--- src/rtl/stack_prog_sequencer_pkg.sv ---
// rtl/stack_prog_sequencer_pkg.sv - opcode, state and exec-length constants for the program sequencer
package stack_prog_sequencer_pkg;

  localparam logic [3:0] OP_PUSH = 4'h1;
  localparam logic [3:0] OP_OUTL = 4'h3;
  localparam logic [3:0] OP_END  = 4'hF;

  typedef enum logic [2:0] {
    ST_IDLE  = 3'd0,
    ST_CRST  = 3'd1,
    ST_FETCH = 3'd2,
    ST_EXEC  = 3'd3,
    ST_DONE  = 3'd4
  } seq_state_t;

  // Cycles the calculator spends executing each opcode after its fetch cycle.
  function automatic logic [1:0] exec_len(input logic [3:0] op);
    case (op)
      4'h1, 4'h2, 4'h5, 4'h6, 4'h7, 4'h8: exec_len = 2'd2;
      4'h9, 4'hA:                         exec_len = 2'd3;
      default:                            exec_len = 2'd1;
    endcase
  endfunction

  function automatic logic has_operand(input logic [3:0] op);
    case (op)
      4'h1, 4'h6, 4'h7, 4'h8: has_operand = 1'b1;
      default:                has_operand = 1'b0;
    endcase
  endfunction

endpackage

--- src/rtl/stack_prog_sequencer_if.sv ---
// rtl/stack_prog_sequencer_if.sv - load/start controls and calculator-facing outputs of the sequencer
interface stack_prog_sequencer_if #(
  parameter int AW = 4
);
  logic          load_en;
  logic [3:0]    load_data;
  logic          start;
  logic [3:0]    nib_out;
  logic          cpu_rst;
  logic          busy;
  logic          done;
  logic          load_ovf;
  logic [AW-1:0] pc;
  logic [AW:0]   prog_len;

  modport master (
    output load_en, load_data, start,
    input  nib_out, cpu_rst, busy, done, load_ovf, pc, prog_len
  );

  modport slave (
    input  load_en, load_data, start,
    output nib_out, cpu_rst, busy, done, load_ovf, pc, prog_len
  );
endinterface

--- src/rtl/stack_prog_sequencer_mem.sv ---
// rtl/stack_prog_sequencer_mem.sv - seq_prog_mem: DEPTHx4 program register file, one write port, two async reads
module seq_prog_mem #(
  parameter int DEPTH = 16,
  parameter int AW    = 4
) (
  input  logic          clk,
  input  logic          we,
  input  logic [AW-1:0] wr_addr,
  input  logic [3:0]    wr_data,
  input  logic [AW-1:0] rd_addr_a,
  output logic [3:0]    rd_data_a,
  input  logic [AW-1:0] rd_addr_b,
  output logic [3:0]    rd_data_b
);
  logic [3:0] mem [DEPTH];

  always_ff @(posedge clk) begin
    if (we) mem[wr_addr] <= wr_data;
  end

  assign rd_data_a = mem[rd_addr_a];
  assign rd_data_b = mem[rd_addr_b];
endmodule

--- src/rtl/stack_prog_sequencer.sv ---
// rtl/stack_prog_sequencer.sv - plays a loaded nibble program into the stack calculator; SEQ_LOOP_EN replays it forever
module stack_prog_sequencer
  import stack_prog_sequencer_pkg::*;
#(
  parameter int DEPTH = 16,
  parameter int AW    = 4
) (
  input  logic clk,
  input  logic rst,
  stack_prog_sequencer_if.slave bus
);
  localparam logic [AW:0] FULL = (AW+1)'(DEPTH);
  localparam logic [AW:0] ONE  = (AW+1)'(1);
  localparam logic [AW:0] TWO  = (AW+1)'(2);

  seq_state_t  state_q, state_d;
  logic [AW:0] pc_q, pc_d, len_q, len_d;
  logic [1:0]  k_q, k_d;
  logic [3:0]  nib_q, nib_d;
  logic        ovf_q, ovf_d;
  logic        opnd_q, opnd_d;
  logic        wr_en, loop_wrap;

  logic [AW:0] adv, fetch_addr, pc_plus1;
  logic [3:0]  rd_data_a, rd_data_b, fetch_nib, opnd_nib;
  logic        end_run;

  // Port A looks at the address the next FETCH will present, so nib_out can be
  // registered and still show the opcode during the fetch cycle itself.
  assign adv        = opnd_q ? TWO : ONE;
  assign fetch_addr = (state_q == ST_EXEC) ? pc_q + adv : pc_q;
  assign pc_plus1   = pc_q + ONE;
  assign fetch_nib  = (fetch_addr < len_q) ? rd_data_a : 4'h0;
  assign opnd_nib   = (pc_plus1 < len_q) ? rd_data_b : 4'h0;
  assign end_run    = (pc_q >= len_q) || (rd_data_a == OP_END);

  seq_prog_mem #(.DEPTH(DEPTH), .AW(AW)) u_mem (
    .clk       (clk),
    .we        (wr_en),
    .wr_addr   (len_q[AW-1:0]),
    .wr_data   (bus.load_data),
    .rd_addr_a (fetch_addr[AW-1:0]),
    .rd_data_a (rd_data_a),
    .rd_addr_b (pc_plus1[AW-1:0]),
    .rd_data_b (rd_data_b)
  );

  always_ff @(posedge clk) begin
    if (rst) begin
      state_q <= ST_IDLE;
      pc_q    <= '0;
      len_q   <= '0;
      k_q     <= '0;
      nib_q   <= '0;
      ovf_q   <= 1'b0;
      opnd_q  <= 1'b0;
    end else begin
      state_q <= state_d;
      pc_q    <= pc_d;
      len_q   <= len_d;
      k_q     <= k_d;
      nib_q   <= nib_d;
      ovf_q   <= ovf_d;
      opnd_q  <= opnd_d;
    end
  end

  always_comb begin
    state_d   = state_q;
    pc_d      = pc_q;
    len_d     = len_q;
    k_d       = k_q;
    nib_d     = nib_q;
    ovf_d     = ovf_q;
    opnd_d    = opnd_q;
    wr_en     = 1'b0;
    loop_wrap = 1'b0;

    case (state_q)
      ST_IDLE: begin
        nib_d = 4'h0;
        if (bus.load_en) begin
          if (len_q == FULL) begin
            ovf_d = 1'b1;
          end else begin
            wr_en = 1'b1;
            len_d = len_q + ONE;
          end
        end else if (bus.start) begin
          pc_d    = '0;
          state_d = (len_q == '0) ? ST_DONE : ST_CRST;
        end
      end
      ST_CRST: begin
        state_d = ST_FETCH;
        nib_d   = fetch_nib;
      end
      ST_FETCH: begin
        if (end_run) begin
          nib_d = 4'h0;
`ifdef SEQ_LOOP_EN
          loop_wrap = 1'b1;
          pc_d      = '0;
          state_d   = ST_CRST;
`else
          state_d   = ST_DONE;
`endif
        end else begin
          state_d = ST_EXEC;
          k_d     = exec_len(rd_data_a);
          opnd_d  = has_operand(rd_data_a);
          nib_d   = has_operand(rd_data_a) ? opnd_nib : 4'h0;
        end
      end
      ST_EXEC: begin
        if (k_q == 2'd1) begin
          state_d = ST_FETCH;
          pc_d    = fetch_addr;
          nib_d   = fetch_nib;
        end else begin
          k_d = k_q - 2'd1;
        end
      end
      ST_DONE: begin
        nib_d = 4'h0;
        if (bus.start) begin
          pc_d    = '0;
          state_d = ST_CRST;
        end
      end
      default: begin
        state_d = ST_IDLE;
        nib_d   = 4'h0;
      end
    endcase
  end

  assign bus.nib_out  = nib_q;
  assign bus.cpu_rst  = (state_q == ST_CRST);
  assign bus.busy     = (state_q != ST_IDLE) && (state_q != ST_DONE);
  assign bus.done     = (state_q == ST_DONE) || loop_wrap;
  assign bus.load_ovf = ovf_q;
  assign bus.pc       = pc_q[AW-1:0];
  assign bus.prog_len = len_q;
endmodule

--- src/flat_wrapper.sv ---
// flat-port wrapper written by rule: the top's interface ports become plain ports
module stack_prog_sequencer_flat import stack_prog_sequencer_pkg::*;
#(
  parameter int DEPTH = 16,
  parameter int AW    = 4
)
  (clk, rst, bus_load_en, bus_load_data, bus_start, bus_nib_out, bus_cpu_rst, bus_busy, bus_done, bus_load_ovf, bus_pc, bus_prog_len);
  stack_prog_sequencer_if #(.AW(AW)) bus_i ();
  input  logic clk;
  input  logic rst;
  input wire logic [$bits(bus_i.load_en)-1:0] bus_load_en;
  input wire logic [$bits(bus_i.load_data)-1:0] bus_load_data;
  input wire logic [$bits(bus_i.start)-1:0] bus_start;
  output wire logic [$bits(bus_i.nib_out)-1:0] bus_nib_out;
  output wire logic [$bits(bus_i.cpu_rst)-1:0] bus_cpu_rst;
  output wire logic [$bits(bus_i.busy)-1:0] bus_busy;
  output wire logic [$bits(bus_i.done)-1:0] bus_done;
  output wire logic [$bits(bus_i.load_ovf)-1:0] bus_load_ovf;
  output wire logic [$bits(bus_i.pc)-1:0] bus_pc;
  output wire logic [$bits(bus_i.prog_len)-1:0] bus_prog_len;
  assign bus_i.load_en = bus_load_en;
  assign bus_i.load_data = bus_load_data;
  assign bus_i.start = bus_start;
  assign bus_nib_out = bus_i.nib_out;
  assign bus_cpu_rst = bus_i.cpu_rst;
  assign bus_busy = bus_i.busy;
  assign bus_done = bus_i.done;
  assign bus_load_ovf = bus_i.load_ovf;
  assign bus_pc = bus_i.pc;
  assign bus_prog_len = bus_i.prog_len;
  stack_prog_sequencer #(.DEPTH(DEPTH), .AW(AW)) u_core (.clk(clk), .rst(rst), .bus(bus_i));
endmodule
--- config.mk ---
export PLATFORM = sky130hd
export DESIGN_NAME = stack_prog_sequencer_flat
export DESIGN_NICKNAME = d
export VERILOG_FILES = /design/src/rtl/stack_prog_sequencer_pkg.sv /design/src/rtl/stack_prog_sequencer_if.sv /design/src/rtl/stack_prog_sequencer_mem.sv /design/src/rtl/stack_prog_sequencer.sv /design/src/flat_wrapper.sv
export SDC_FILE = /design/constraint.sdc
export NUM_CORES = 1
export LEC_CHECK = 0
export ABC_AREA = 1
export BUFFER_PORTS_ARGS = -buffer_cell sky130_fd_sc_hd__buf_2
export CELL_PAD_IN_SITES_DETAIL_PLACEMENT = 0
export CELL_PAD_IN_SITES_GLOBAL_PLACEMENT = 1
export CORE_MARGIN = 8
export CORE_UTILIZATION = 47
export DETAILED_ROUTE_END_ITERATION = 8
export PLACE_DENSITY_LB_ADDON = 0.2
export SLEW_MARGIN = 20
export SYNTH_ARGS = -nofsm -noshare
export SYNTH_HDL_FRONTEND = slang
export SYNTH_SLANG_ARGS = --single-unit
--- constraint.sdc ---
create_clock -name clk -period 3.2 [get_ports clk]
set_input_delay 0.32 -clock clk [delete_from_list [all_inputs] [get_ports clk]]
set_output_delay 0.32 -clock clk [all_outputs]
set_load 0.05 [all_outputs]
== Yosys cells after proc, flatten, opt, wreduce, memory -nomap -nowiden ==
Memory sizes are Yosys's and may differ from the RTL's.
Index checks and enable logic that the tools add are counted.

* Flip-flop bits (word level): 21
* Bits of input ports: 8
* Output and inout bits: 17
* Bits in writable memories: 64
* Memory bits (read-only): 32
* Memories: 2
* Word-level logic and storage cells: 80

* Equal/unequal tests: 18
* Add/subtract/negate cells: 4
* Bitwise operators: 2
* Reductions and logical operators: 14
* Muxes and demuxes: 30
* $lt $le $gt $ge: 3

{| class="wikitable"
|+ Memory list
! memory !! words !! bits a word !! read ports !! clocked after memory_dff !! wr ports !! line !! source
|-
| u_core.u_mem.mem || 16 || 4 || 2 || 0 || 1 || stack_prog_sequencer_mem.sv:15 || <nowiki>logic [3:0] mem [DEPTH];</nowiki>
|-
| (name not given) || 16 || 2 || 1 || 0 || 0 || stack_prog_sequencer_pkg.sv:18 || <nowiki>case (op)</nowiki>
|}

{| class="wikitable"
|+ Operators by type and width
! cell !! number
|-
| 4-bit two-way mux || 5
|-
| 5-bit two-way mux || 4
|-
| 3-bit two-way mux || 6
|-
| 3-bit case mux with 5 select lines || 1
|-
| 5-bit case mux with 3 select lines || 1
|-
| 2-bit inequality test (second input constant) || 6
|-
| 4-bit case mux with 3 select lines || 1
|-
| 3-bit AND reduction || 4
|-
| 5-bit by 1-bit adder with 5-bit output (second input constant) || 2
|-
| 5-bit less-than comparator || 2
|-
| 4-bit by 3-bit equality test with 1-bit output (second input constant) || 2
|-
| 4-bit equality test (second input constant) || 2
|-
| 1-bit two-way mux || 8
|-
| 3-bit by 2-bit equality test with 1-bit output (second input constant) || 2
|-
| 2-bit two-way mux || 3
|-
| 3-bit nonzero test || 2
|-
| 5-bit adder || 1
|-
| 5-bit equality test (second input constant) || 1
|-
| 5-bit >= comparator || 1
|-
| 5-bit zero test || 1
|-
| 4-bit by 1-bit equality test with 1-bit output (second input constant) || 1
|-
| 2-bit case mux with 2 select lines || 1
|-
| 4-bit AND reduction || 1
|-
| 4-bit OR reduction || 1
|-
| 11 further kinds || 12
|}

== Longest topological paths before layout ==
An unclocked memory read counts as a cell.

* Word-level depth: 12
* Mapped depth: 22
* Mapped depth without buffers: 21

== Modules after synthesis ==
From an unflattened synthesis, not the netlist that was laid out.

* Cells, all modules: 699
* Area total of the unflattened synthesis: 5,393.9 um2

{| class="wikitable"
|+ By module, submodules not included
! module !! cells an instance !! area each (um2) !! instances !! seq. area each (um2)
|-
| seq_prog_mem || 433 || 3,577.2 || 1 || 1,921.8
|-
| stack_prog_sequencer || 266 || 1,816.7 || 1 || 420.4
|}

== Worst setup path before layout ==
OpenSTA, ideal clock, no wires.

* Path kind: reg2reg
* Start point: reg u_core.pc_q[0]
* End point: reg u_core.nib_q[3], in the netlist u_core.bus.nib_out[3]
* Buffers on the path: 1
* Period minus slack after synthesis: 2.933 ns
* Required time: 3.069 ns
* Cell stages (with the launch flop): 21
* Library setup time: 0.131 ns
* Arrival time: 2.802 ns
* Path slack: 0.267 ns
* Path through: dfxtp_1 -> ha_1 -> inv_1 -> fa_1 -> inv_1 -> o21ai_4 -> buf_6 -> o211ai_1 -> nand3_1 -> nand3_1 -> nand2_1 -> inv_1 -> ha_1 -> nor2_1 -> nand2_1 -> nand3_1 -> nand2_2 -> nand3_1 -> nand2_1 -> nand2_1 -> a21oi_2

* Word-level cells in the longest chain between the ends: 11
* Elaborated cells on any way between the ends: 23
* Classes of those cells: 2 x add/sub; 3 x order compare; 5 x eq/ne; 10 x mux; 2 x reduce/logical; 1 x memory

{| class="wikitable"
|+ Ends and longest elaborated chain
! element !! line !! source
|-
| start: declaration || stack_prog_sequencer.sv:17 || <nowiki>logic [AW:0] pc_q, pc_d, len_q, len_d;</nowiki>
|-
| start signal: assignment || stack_prog_sequencer.sv:59 || <nowiki>pc_q <= pc_d;</nowiki>
|-
| 5-bit adder || stack_prog_sequencer.sv:31 || <nowiki>assign fetch_addr = (state_q == ST_EXEC) ? pc_q + adv : pc_q;</nowiki>
|-
| 5-bit two-way mux || stack_prog_sequencer.sv:31 ||
|-
| memory read 16 x 4 bit || n/a ||
|-
| 4-bit by 1-bit equality test with 1-bit output, or another cell as far along || stack_prog_sequencer_pkg.sv:26 || <nowiki>case (op)</nowiki>
|-
| 4-bit OR reduction || stack_prog_sequencer_pkg.sv:26 ||
|-
| 1-bit two-way mux || stack_prog_sequencer_pkg.sv:26 ||
|-
| 1-bit two-way mux || stack_prog_sequencer.sv:99 || <nowiki>if (end_run) begin</nowiki>
|-
| 1-bit two-way mux || stack_prog_sequencer.sv:79 || <nowiki>case (state_q)</nowiki>
|-
| 4-bit two-way mux || stack_prog_sequencer.sv:112 || <nowiki>nib_d = has_operand(rd_data_a) ? opnd_nib : 4'h0;</nowiki>
|-
| 4-bit two-way mux || stack_prog_sequencer.sv:99 ||
|-
| 4-bit case mux with 3 select lines (*) || stack_prog_sequencer.sv:79 ||
|-
| end signal: assignment || stack_prog_sequencer.sv:62 || <nowiki>nib_q <= nib_d;</nowiki>
|-
| end: declaration || stack_prog_sequencer.sv:19 || <nowiki>logic [3:0] nib_q, nib_d;</nowiki>
|}

Mark *: on every way between the ends. The rest lies on a longest branch, timed or not. The select of a mux whose other input is x is not followed.
A chain may end at the register's enable or synchronous reset.

== Final worst setup path ==
* Start point: reg u_core.opnd_q
* End point: reg u_core.state_q[0]

* Word-level cells in the longest chain between the ends: 8

{| class="wikitable"
|+ Ends and longest elaborated chain
! element !! line !! source
|-
| start: declaration || stack_prog_sequencer.sv:21 || <nowiki>logic opnd_q, opnd_d;</nowiki>
|-
| start signal: assignment || stack_prog_sequencer.sv:64 || <nowiki>opnd_q <= opnd_d;</nowiki>
|-
| 2-bit two-way mux || stack_prog_sequencer.sv:30 || <nowiki>assign adv = opnd_q ? TWO : ONE;</nowiki>
|-
| 5-bit adder || stack_prog_sequencer.sv:31 ||
|-
| 5-bit two-way mux || stack_prog_sequencer.sv:31 ||
|-
| memory read 16 x 4 bit || n/a ||
|-
| 4-bit equality test || stack_prog_sequencer.sv:35 || <nowiki>assign end_run = (pc_q >= len_q) || (rd_data_a == OP_END);</nowiki>
|-
| 1-bit logical OR || stack_prog_sequencer.sv:35 ||
|-
| 3-bit two-way mux || stack_prog_sequencer.sv:99 ||
|-
| 3-bit case mux with 5 select lines || stack_prog_sequencer.sv:79 ||
|-
| end signal: assignment || stack_prog_sequencer.sv:58 || <nowiki>state_q <= state_d;</nowiki>
|-
| end: declaration || stack_prog_sequencer.sv:16 || <nowiki>seq_state_t state_q, state_d;</nowiki>
|}

Every way passes these cells.

==> metrics.csv <==
stage,metric,value,unit
status,status,"finished, final reports clean",
setup_path,Critical Path RT,3.51,ns
yosys,"flops & latches, synth",85,
grt,GR Util All Layers,21.0,%
place,Final HPWL DP,11.1,mm
yosys,Ys Warns,0,
worst_hold_path,Hold Path Class,in -> reg,
finish,Nets,671,
floorplanning,Die ar.,0.0145,sq mm
finish,Filler cells,1040,
setup_path,CP cell instances,inv_2 > ha_4 > inv_1 > fa_2 > inv_2 > o21ai_4 > clkbuf_16 > o211ai_1 > nand3_1 > nand3_2 > nand2_4 > inv_2 > ha_2 > nand3_2 > nand2_2 > nor2_4 > buf_4 > o21ai_0 > a21oi_1,
flow_run,MaxCap Viol Count,0,
clocking,CTS sink cnt,85,
setup_path,CP startpoint kind,register,
setup_path,crit path kind,reg -> reg,
place,Final Wtd Congestion,0.878,
yosys,largest cells by area after synthesis,"edfxtp_1, nand2_1, dfxtp_1",
grt,vias in the first global route,4091,
timing,Rel. slew slack,55.6,%
grt,global-route wire length before repair,23.2,mm
setup_path,most used cell along the critical path,inv_2,
yosys,Post-Syn Area,0.00511,sq mm
detailed_routing,DR vias/cell,5.57,
timing,Final Max Slew Viols,0,
detailed_routing,Post-Route WL,15.0,mm
clocking,Clock Latency Late Sink,0.37,ns
timing,minimum clock period after layout,3.01,ns
floorplanning,core area,0.0107,sq mm
yosys,Syn Nets,634,
timing,maximum clock frequency,332,MHz
clocking,clock buffer depth,2,
yosys,Mapped Avg Cell Area,8.54,sq um
timing,total negative setup slack,0,ns
place,count of input and output buffers,24,
timing,final setup fails,0,
floorplanning,site row count,38,
grt,largest net degree at the start of global routing,51,
finish,final instance area,0.00575,sq mm
clocking,TritonCTS buffer count,9,
setup_path,crit path max fanout,6,
detailed_routing,Antenna Nets Post-Route,0,
yosys,"Top FF cell, synth",edfxtp_1,
detailed_routing,1st-iter DRT viols,377,
setup_path,Worst path max stage delay,0.54,ns
power,Pleak,2.39,nW
clocking,CTS tree,yes,
finish,Seq. cell area,0.00234,sq mm
yosys,asr flop ratio synth,0,%
detailed_routing,TritonRoute pass-1 iters,5,
timing,Worst Skew,0.0130,ns
detailed_routing,total number of vias,4347,
floorplanning,die extent in x,120,um
yosys,Synth cell types,41,
setup_path,Slowest cell on crit path,fa_2,
floorplanning,io pins,25,
power,Peak VDD IR,272,uV
setup_path,Worst EP arrival,3.32,ns
yosys,"EDFF count, synth",64,
finish,Syn-to-layout area delta,12.6,%
finish,n_diodes,0,
finish,multi-input logic area,0.00238,sq mm
floorplanning,Die Y,120,um
grt,initial antenna violation count,0,
yosys,post-synth top area share,37.6,%
clocking,H-tree depth,3,
timing,worst slew pin tran,0.657,ns
clocking,"CTS clk-pin slew, worst paths",0.10,ns
timing,Hold Fails Final Rpt,0,
clocking,"Hold-fix buffers, CTS",0,
clocking,root buffer cell,clkbuf_8,
place,Post-Place Cell Area,0.00538,sq mm
yosys,cells after synthesis,598,
floorplanning,Starting Density,47.6,%
timing,Tcrit/Tclk final,94.2,%
grt,GRT overflow,0,
detailed_routing,DRC viols,0,
detailed_routing,wire length per cell,19.2,um
yosys,post-synthesis sequential area ratio,45.8,%
yosys,Yosys top cell by area,edfxtp_1,
setup_path,element type at the critical path end,register,
finish,share of layout cells above drive strength 1,17.5,%
power,power per cell area,413,mW/mm^2
-- what timing repair did --
action | in CTS | in global routing
pin swaps | 2 | 9
gates resized for setup | 2 | 16
setup buffers | 3 | 6
gates cloned | 0 | 1
setup endpoints to repair | 9 | 10
-- kinds of logic after synthesis --
group           after synthesis  share of synthesized area (%)
simple gates                254                           22.2
compound gates              124                           14.7
buf+inv                     101                           8.77
flops                        85                           45.8
fa+ha+maj                    28                           7.00
xor+xnor                      6                           1.47
-- layout make-up --
| type | count | area share, % |
|---|---|---|
| clock buffer | 9 | 2.15 |
| timing repair buffer | 52 | 6.55 |
| tap | 140 | 3.04 |
| clock inverter | 7 | 1.26 |
| inverter | 75 | 4.94 |
| multi-input combinational | 412 | 41.3 |
| sequential | 85 | 40.8 |
-- state kept, by name, summed over array words and instances, names as in the netlist --
signal	flops
u_core.bus.nib_out	4
u_core.pc_q	5
u_core.k_q	2
u_core.opnd_q	1
u_core.bus.load_ovf	1
u_core.bus.prog_len	5
u_core.u_mem.mem	64
u_core.state_q	3
-- metal layers --
layer / vias up / share of wire, % / track usage [%]
met5: - / 0 / 0
met3: 27 / 6.0 / 3.50
li1: 2117 / - / -
met2: 147 / 46 / 32.2
met1: 2056 / 46 / 29.4
met4: 0 / 2.0 / 7.57
-- power by group --
group	switching [mW]	total (mW)	internal [mW]
clock	0.463	0.771	0.308
combinational	0.266	0.371	0.105
sequential	0.0220	1.24	1.21
-- per-stage QoR --
| stage | hold slack, ns | std cells | util, % | total power [mW] | worst slack, ns |
|---|---|---|---|---|---|
| floorplan | 0.419 | 598 | - | 1.51 | 0.267 |
| global placement | 0.448 | 754 | 50.0 | 1.62 | -0.0246 |
| detailed placement | 0.463 | 754 | 50.0 | 1.62 | -0.117 |
| CTS | 0.204 | 773 | 52.4 | 2.37 | 0.0128 |
| global route | 0.224 | 780 | 53.5 | 2.47 | -0.00488 |
| finish | 0.209 | 780 | 53.5 | 2.38 | 0.185 |
-- cells in the mapped netlist (all sizes together) (2+ instances only) --
master	count
a211oi	4
a21o	2
a21oi	56
a31oi	3
buf	15
clkbuf	11
dfxtp	21
edfxtp	64
ha	27
inv	75
nand2	131
nand3	68
nand3b	3
nand4	3
nor2	43
nor3	5
o211ai	10
o21ai	32
o221ai	4
o22ai	3
o311ai	4
o31ai	4
xor2	6
-- worst max-delay path: cells and delay by family (launching register included) --
kind / cells / cell delay [ns]
flip-flops: 1 / 0.34
AND/OR/NAND/NOR: 6 / 0.67
adder cells (fa/ha/maj): 3 / 0.86
buffers and inverters: 6 / 0.55
AO/OA/AOI/OAI: 4 / 0.52
-- placed cells by master, fill, tap and decap left out, types with 24 or more instances in the layout --
cell      synthesis  routed
nand2_1         122     119
inv_1            72      69
edfxtp_1         64      64
nand3_1          62      60
a21oi_1          52      52
nor2_1           41      41
o21ai_0          28      28
ha_1             27      25
buf_2             2      24
buf_4             7      24
-- worst paths after layout --
path	from	to	slack [ns]	depth (start not counted)
setup / recovery	u_core.opnd_q	u_core.state_q[0]	0.19	19
hold reg to reg	u_core.bus.nib_out[1]	u_core.bus.nib_out[1]	0.48	2
hold / removal	bus_load_en	u_core.bus.load_ovf	0.21	3
setup reg to reg	u_core.opnd_q	u_core.state_q[0]	0.19	19
Note: power is estimated with default switching activity, not from simulation.
